--- src/rtl/lzx_cnt_pkg.sv ---
// Shared constants and helpers for the lzx_mod_counter family.
// Holds the direction encoding and the terminal-value function.
package lzx_cnt_pkg;

  localparam logic CNT_UP   = 1'b1;
  localparam logic CNT_DOWN = 1'b0;

  // Terminal value is MODULUS-1 counting up, 0 counting down; the caller truncates to WIDTH.
  function automatic longint unsigned term_value(input logic dir, input longint unsigned modulus);
    return (dir == CNT_UP) ? (modulus - 64'd1) : 64'd0;
  endfunction

endpackage

--- src/rtl/lzx_cnt_term.sv ---
// Terminal-count detection shared by the counter next-state logic and its TC output.
// Produces TC, at_term (Q at the terminal value for the current direction) and out_of_range.
module lzx_cnt_term
  import lzx_cnt_pkg::*;
#(
  parameter int              WIDTH   = 4,
  parameter longint unsigned MODULUS = 16
) (
  input  logic [WIDTH-1:0] q,
  input  logic             up,
  input  logic             cet_n,
  output logic             tc,
  output logic             at_term,
  output logic             out_of_range
);

  localparam logic [WIDTH-1:0] TERM_UP   = WIDTH'(term_value(CNT_UP, MODULUS));
  localparam logic [WIDTH-1:0] TERM_DOWN = WIDTH'(term_value(CNT_DOWN, MODULUS));

  // Anything above MODULUS-1 can only come from an unclamped parallel load.
  assign out_of_range = (q > TERM_UP);
  assign at_term      = (up == CNT_UP) ? (q == TERM_UP) : (q == TERM_DOWN);
  assign tc           = ~cet_n & at_term;

endmodule

--- src/rtl/lzx_mod_counter.sv ---
// Parametrised presettable modulo counter with 161-style load/enable/cascade pins.
// Define LZX_CNT_UPDOWN_EN to add the UP port and down counting; otherwise up-only.
module lzx_mod_counter
  import lzx_cnt_pkg::*;
#(
  parameter int              WIDTH   = 4,
  parameter longint unsigned MODULUS = 16
) (
  input  logic             CP,
  input  logic             MR,
  input  logic             PE_n,
  input  logic             CEP_n,
  input  logic             CET_n,
`ifdef LZX_CNT_UPDOWN_EN
  input  logic             UP,
`endif
  input  logic             CLR_WRAP,
  input  logic [WIDTH-1:0] D,
  output logic [WIDTH-1:0] Q,
  output logic             TC,
  output logic             WRAP
);

  logic             dir;
  logic             at_term;
  logic             out_of_range;
  logic [WIDTH-1:0] q_next;
  logic             wrap_next;

`ifdef LZX_CNT_UPDOWN_EN
  localparam logic [WIDTH-1:0] TERM_UP = WIDTH'(term_value(CNT_UP, MODULUS));
  assign dir = UP;
`else
  assign dir = CNT_UP;
`endif

  lzx_cnt_term #(
    .WIDTH   (WIDTH),
    .MODULUS (MODULUS)
  ) u_term (
    .q            (Q),
    .up           (dir),
    .cet_n        (CET_n),
    .tc           (TC),
    .at_term      (at_term),
    .out_of_range (out_of_range)
  );

  always_comb begin
    q_next    = Q;
    // A wrap on the same edge overrides the clear, so the clear is applied first.
    wrap_next = WRAP & ~CLR_WRAP;
    if (!PE_n) begin
      q_next = D;
    end else if (!CEP_n && !CET_n) begin
`ifdef LZX_CNT_UPDOWN_EN
      if (dir == CNT_DOWN) begin
        if (at_term) begin
          q_next    = TERM_UP;
          wrap_next = 1'b1;
        end else begin
          q_next = Q - 1'b1;
        end
      end else
`endif
      if (at_term || out_of_range) begin
        q_next    = '0;
        wrap_next = 1'b1;
      end else begin
        q_next = Q + 1'b1;
      end
    end
  end

  always_ff @(posedge CP) begin
    if (MR) begin
      Q    <= '0;
      WRAP <= 1'b0;
    end else begin
      Q    <= q_next;
      WRAP <= wrap_next;
    end
  end

endmodule
--- config.mk ---
export PLATFORM = sky130hd
export DESIGN_NAME = lzx_mod_counter
export DESIGN_NICKNAME = d
export VERILOG_FILES = /design/src/rtl/lzx_cnt_pkg.sv /design/src/rtl/lzx_cnt_term.sv /design/src/rtl/lzx_mod_counter.sv
export SDC_FILE = /design/constraint.sdc
export NUM_CORES = 1
export LEC_CHECK = 0
export BUFFER_PORTS_ARGS = -buffer_cell sky130_fd_sc_hd__buf_4
export CAP_MARGIN = 40
export CORE_AREA = 5 5 42 44
export DETAILED_ROUTE_END_ITERATION = 10
export DIE_AREA = 0 0 47 49
export PLACE_DENSITY = 0.48
export SLEW_MARGIN = 10
export SYNTH_ARGS = -nofsm -noshare
export SYNTH_HDL_FRONTEND = slang
export SYNTH_SLANG_ARGS = --single-unit
export TNS_END_PERCENT = 10
--- constraint.sdc ---
create_clock -name CP -period 1.3 [get_ports CP]
set_input_delay 0.065 -clock CP [delete_from_list [all_inputs] [get_ports CP]]
set_output_delay 0.065 -clock CP [all_outputs]
set_load 0.01 [all_outputs]
==> results.yml, run 1 <==
final_layout:
  fillers: 156
  antennaDiodeCount: 0
  areaGrowthSynthToFinish_pct: 60.4
  layout_common_cells: "15 x buf_4, 6 x nor2_1, 3 x dfxtp_1, 3 x clkbuf_4"
  final_common_cell: "buf_4"
  drive_above_1_share_pct: 48.0
  multi_input_area_um2: 184
  nets: 62
  seq_area_um2: 105
clock_tree:
  cts_buffer_depth: 2
  clock_latency_ps: 250
  cts.sinks: 5
  cts_tree: "built"
  htreeDepth: 1
  root_buffer: "clkbuf_4"
  post_cts_buffers: 0
  clk_pin_slew_ps: 50
  cts_inserted_buffers: 3
die:
  io-pin-count: 16
  core_area_um2: 1400
  fp-row-count: 14
  die_area_um2: 2300
  die_x_um: 47
  initial_core_util_pct: 20.1
  dieHeight_um: 49
power:
  total_power_w: 0.000443
  leakage_nw: 0.178
  ir_drop_mv: 0.569
  power.density_nw_per_um2: 981
synth:
  synth_cells: 32
  syn-cell-area_um2: 282
  synth.distinct_cells: 19
  syn_nets: 43
  syn_area_per_cell_um2: 8.80
  synth_warnings: 0
  synth_seq_cells: 5
  yosysSeqAreaShare_pct: 35.6
timing:
  whs_ps: 21.5
  timing_hold_violations_final: 0
  setup_viol: 0
  max_freq_mhz: 844
  slew_violations: 0
  relSlewSlack_pct: 80.1
  fin_crit_ps: 1180
  fin_skew_ps: 1.62
  worst_slew_pin_slew_ps: 298
  period_share_pct: 91.1
  grt_setup_unrepaired: "false"
  setup_tns_ps: 0
global_routing:
  grt_start_max_net_pins: 10
  grt_pass1_vias: 303
  grt_pass1_wl_um: 1310
  grtUsageTotal_pct: 7.82
  grt_overflow_total: 0
  antenna_found_initial: 0
route:
  vias: 316
  firstDrtPassIters: 4
  drtAntennaViolNets: 0
  avgRoutedWirePerCell_um: 12.5
  drtIter0Drc: 4
  viasPerCell: 4.79
  drc: 0
  wl_um: 828
setup_path:
  reg2reg_depth: 4
  rrSetupSlack_ps: 200
  r2r_start: "Q[0]$_SDFFE_PP0P_"
  critical_path_required_ps: 1240
  timing.rr.end: "Q[2]$_SDFFE_PP0P_"
  crit_fanout: 4
  crit_path_start_kind: "register"
  crit_path_end_kind: "output port"
  worst-setup-path-type: "register to output port"
  worstPathArrival_ps: 1120
placed_design:
  dp_hpwl_um: 586
  numPortBuffers: 15
  gp_congestion: 0.764
min_path:
  hold_path_end: "Q[0]$_SDFFE_PP0P_"
  hp-class: "primary input to register"
  min_from: "MR"
  holdPathStages: 2
status:
  status: "complete, no violations"
run:
  cap_violations: 0
-- stage by stage --
step                utilization (%)  setup WS, ps  instances  cell area, um^2
floorplan                         -           159         32              282
global placement               28.7           139         62              403
detailed placement             28.7           127         62              403
CTS                            30.7          19.5         66              430
global route                   32.2          40.1         66              452
finish                         32.2           116         66              452
-- synth_stat cells --
cell type / number / area share, %
nor2_1: 6 / 8.0
dfxtp_1: 5 / 36
a311oi_1: 2 / 6.2
nand2_1: 2 / 2.7
nand3_1: 2 / 3.6
o21ai_0: 2 / 3.6
a211oi_1: 1 / 2.7
a2bb2oi_1: 1 / 3.1
buf_6: 1 / 4.0
ha_1: 1 / 4.4
inv_2: 1 / 1.3
nand2b_1: 1 / 2.2
nand3b_1: 1 / 2.7
nand4b_1: 1 / 3.1
nor3b_2: 1 / 4.4
o22ai_1: 1 / 2.2
o41a_1: 1 / 4.0
xnor2_1: 1 / 3.1
xor2_1: 1 / 3.1
-- worst max-delay path by stage --
stage | endpoint | start | cells past startpoint | slack [ps]
global route | TC | Q[0]$_SDFFE_PP0P_ | 4 | 40
global placement | WRAP$_SDFF_PP0_ | Q[0]$_SDFFE_PP0P_ | 4 | 140
detailed placement | WRAP$_SDFF_PP0_ | Q[0]$_SDFFE_PP0P_ | 4 | 130
CTS | TC | Q[1]$_SDFFE_PP0P_ | 4 | 20
floorplan | WRAP$_SDFF_PP0_ | Q[0]$_SDFFE_PP0P_ | 4 | 160
finish | TC | Q[1]$_SDFFE_PP0P_ | 4 | 120
-- critical path: stages, from the launching register on --
cell and delay [ps]:
dfxtp_2 370, ha_4 140, nand3_2 110, nor2_1 130, buf_4 130
-- cell type report --
| cell class | instances | area share [%] |
|---|---|---|
| Tap cell | 16 | 4.43 |
| Clock buffer | 4 | 5.82 |
| Inverter | 1 | 0.831 |
| Multi-Input combinational cell | 25 | 40.7 |
| Sequential cell | 5 | 23.3 |
| Timing Repair Buffer | 15 | 24.9 |
-- power by group --
part | leakage (nW) | total, W | internal (W) | switching, W
Combinational | 0.121 | 0.0000794 | 0.0000454 | 0.0000340
Sequential | 0.0421 | 0.000177 | 0.000163 | 0.0000139
Clock | 0.0150 | 0.000187 | 0.000116 | 0.0000703
-- what timing repair did --
action	in CTS	in global routing
endpoints found under the setup margin	1	1
resized for setup	1	5
hold buffers	0	0
endpoints found under the hold margin	0	0
pin swaps	0	1
-- logic make-up (layout without fill, tap and decap cells) --
group | after synthesis | in the layout | share of synthesized area (%)
DFF | 5 | 5 | 35.6
xor gates and xnor gates | 2 | 2 | 6.22
adders and majority gates | 1 | 1 | 4.44
AOI/OAI and AO/OA | 8 | 8 | 21.8
and+or+nand+nor | 14 | 14 | 26.7
buffers and inverters | 2 | 20 | 5.33
-- state kept, by name, indices dropped and copies added (netlist names) --
| signal | count |
|---|---|
| WRAP | 1 |
| Q | 4 |
-- metal layers --
layer	track usage [%]	vias up	share of wire [%]	wire length [um]
li1	-	155	-	-
met1	11.2	146	48	395
met2	10.2	15	42	349
met3	5.54	0	10	84
met4	0	0	0	0
met5	0	-	0	0
(Power assumes the default switching activity.)
==> run 2, diff against run 1 <==
--- a/config.mk
+++ b/config.mk
@@ -5,12 +5,12 @@
 export SDC_FILE = /design/constraint.sdc
 export NUM_CORES = 1
 export LEC_CHECK = 0
-export BUFFER_PORTS_ARGS = -buffer_cell sky130_fd_sc_hd__buf_4
 export CAP_MARGIN = 40
 export CORE_AREA = 5 5 42 44
 export DETAILED_ROUTE_END_ITERATION = 10
 export DIE_AREA = 0 0 47 49
-export PLACE_DENSITY = 0.48
+export DONT_BUFFER_PORTS = 1
+export PLACE_DENSITY = 0.38
 export SLEW_MARGIN = 10
 export SYNTH_ARGS = -nofsm -noshare
 export SYNTH_HDL_FRONTEND = slang
==> run 2 against run 1 <==
  * Combinational power is 16% lower
  * Critical path depth is 1 lower
  * Clock skew is 3.9 ps higher
  * Maximum frequency is 1.7% higher
  * Global-route usage is 0.56 points higher
  * Highest routed layer is now met4
  * Via count is 11% lower
  * Clock-buffer cell count stayed put
  * Total power is 5.4% lower
  * Flip-flop and latch count stayed put
  * Die area stayed put
  * Final area is 14% lower
==> results.yml, run 2 (synthesis results as in run 1) <==
route:
  met2_wirelength_um: 382
  firstDrtPassIters: 3
  wl_um: 816
  drc: 0
  drtIter0Drc: 2
  top_layer: "met4"
  drtAntennaViolNets: 0
  drt-met1-wl_um: 338
  wl_met3_um: 75
  viasPerCell: 4.75
  vias: 280
  avgRoutedWirePerCell_um: 13.8
die:
  io-pin-count: 16
  initial_core_util_pct: 20.1
  dieHeight_um: 49
  fp-row-count: 14
  die_x_um: 47
  die_area_um2: 2300
  core_area_um2: 1400
final_layout:
  finish.utilization_pct: 27.6
  fillers: 167
  largest_reg_flops: 4
  reg_top3: "Q: 4 flops, WRAP: 1 flops"
  final_common_cell: "nor2_1"
  drive_above_1_share_pct: 20.9
  areaGrowthSynthToFinish_pct: 37.3
  nets: 55
  antennaDiodeCount: 0
  regMostFlops: "Q"
  stdcell_count: 59
  layout_common_cells: "6 x nor2_1, 5 x dfxtp_1, 4 x dlygate4sd3_1, 4 x buf_4, 3 x clkbuf_4"
setup_path:
  crit_path_end_kind: "output port"
  worstPathArrival_ps: 1100
  worst-setup-path-type: "register to output port"
  critical_path_required_ps: 1240
  timing.rr.end: "Q[0]$_SDFFE_PP0P_"
  rrSetupSlack_ps: 190
  crit_path_start_kind: "register"
  r2r_start: "Q[0]$_SDFFE_PP0P_"
  reg2reg_depth: 4
  crit_fanout: 4
placed_design:
  gp_congestion: 0.766
  dp_slack_ps: 186
  post-place-cells: 51
  dp_hpwl_um: 630
  numPortBuffers: 0
min_path:
  hp-class: "primary input to register"
  hold_path_end: "Q[2]$_SDFFE_PP0P_"
  holdPathStages: 2
  min_from: "PE_n"
power:
  leakage_nw: 0.142
  ir_drop_mv: 0.458
  power.density_nw_per_um2: 1080
timing:
  fin_skew_ps: 5.47
  slew_violations: 0
  grt_setup_unrepaired: "false"
  timing_hold_violations_final: 0
  relSlewSlack_pct: 81.8
  setup_ws_ps: 135
  period_share_pct: 89.6
  setup_tns_ps: 0
  worst_slew_pin_slew_ps: 272
  setup_viol: 0
  fin_crit_ps: 1160
  max_freq_mhz: 859
clock_tree:
  holdBufCountCts: 4
  clock_latency_ps: 250
  cts_resized: 0
  clk_pin_slew_ps: 50
  htreeDepth: 1
  root_buffer: "clkbuf_4"
  post_cts_buffers: 0
  cts_tree: "built"
  cts.sinks: 5
  cts_inserted_buffers: 3
  cts_buffer_depth: 2
global_routing:
  antenna_found_initial: 0
  grtUsageTotal_pct: 8.37
  grt_pass1_vias: 290
  grt_overflow_total: 0
  grt_pass1_wl_um: 1320
  grt_start_max_net_pins: 7
status:
  status: "complete, no violations"
run:
  cap_violations: 0
## run 2: worst max-delay path by stage
stage | from | to | cells past startpoint
after floorplan | Q[0]$_SDFFE_PP0P_ | WRAP$_SDFF_PP0_ | 4
after global placement | Q[0]$_SDFFE_PP0P_ | WRAP$_SDFF_PP0_ | 4
after detailed placement | Q[0]$_SDFFE_PP0P_ | Q[2]$_SDFFE_PP0P_ | 4
after CTS | Q[0]$_SDFFE_PP0P_ | TC | 3
after global routing | Q[0]$_SDFFE_PP0P_ | TC | 3
final | Q[0]$_SDFFE_PP0P_ | TC | 3
## run 2: final cells by class
type                            instances  area [um^2]  area share [%]
Clock buffer                            4         26.3            6.80
Inverter                                1         3.75           0.971
Multi-Input combinational cell         25          166            43.0
Sequential cell                         5          100            25.9
Tap cell                               16         20.0            5.18
Timing Repair Buffer                    8         70.1            18.1
## run 2: report_power, final
part / internal, W / total (W) / leakage [nW] / switching [W]
Clock: 0.000116 / 0.000185 / 0.0150 / 0.0000688
Sequential: 0.000163 / 0.000167 / 0.0413 / 0.00000466
Combinational: 0.0000349 / 0.0000665 / 0.0860 / 0.0000316
## run 2: worst max-delay path, cell delays in order, from the launching register on
cell,delay (ps)
dfxtp_1,330
ha_1,160
nand3_1,140
nor2_1,220
## run 2: per-stage QoR
| step | power [W] | cell area (um^2) | hold slack (ps) |
|---|---|---|---|
| 2_1_floorplan | 0.000209 | 282 | 137 |
| 3_3_place_gp | 0.000224 | 320 | 141 |
| 3_5_place_dp | 0.000224 | 320 | 140 |
| 4_1_cts | 0.000429 | 387 | 2.44 |
| 5_1_grt | 0.000443 | 387 | 18.3 |
| 6_report | 0.000419 | 387 | 5.92 |
## run 2: per-layer routing
| layer | vias up | GRT usage, % |
|---|---|---|
| li1 | 143 | - |
| met1 | 122 | 8.99 |
| met2 | 11 | 12.0 |
| met3 | 4 | 3.69 |
| met4 | 0 | 6.91 |
| met5 | - | 0 |
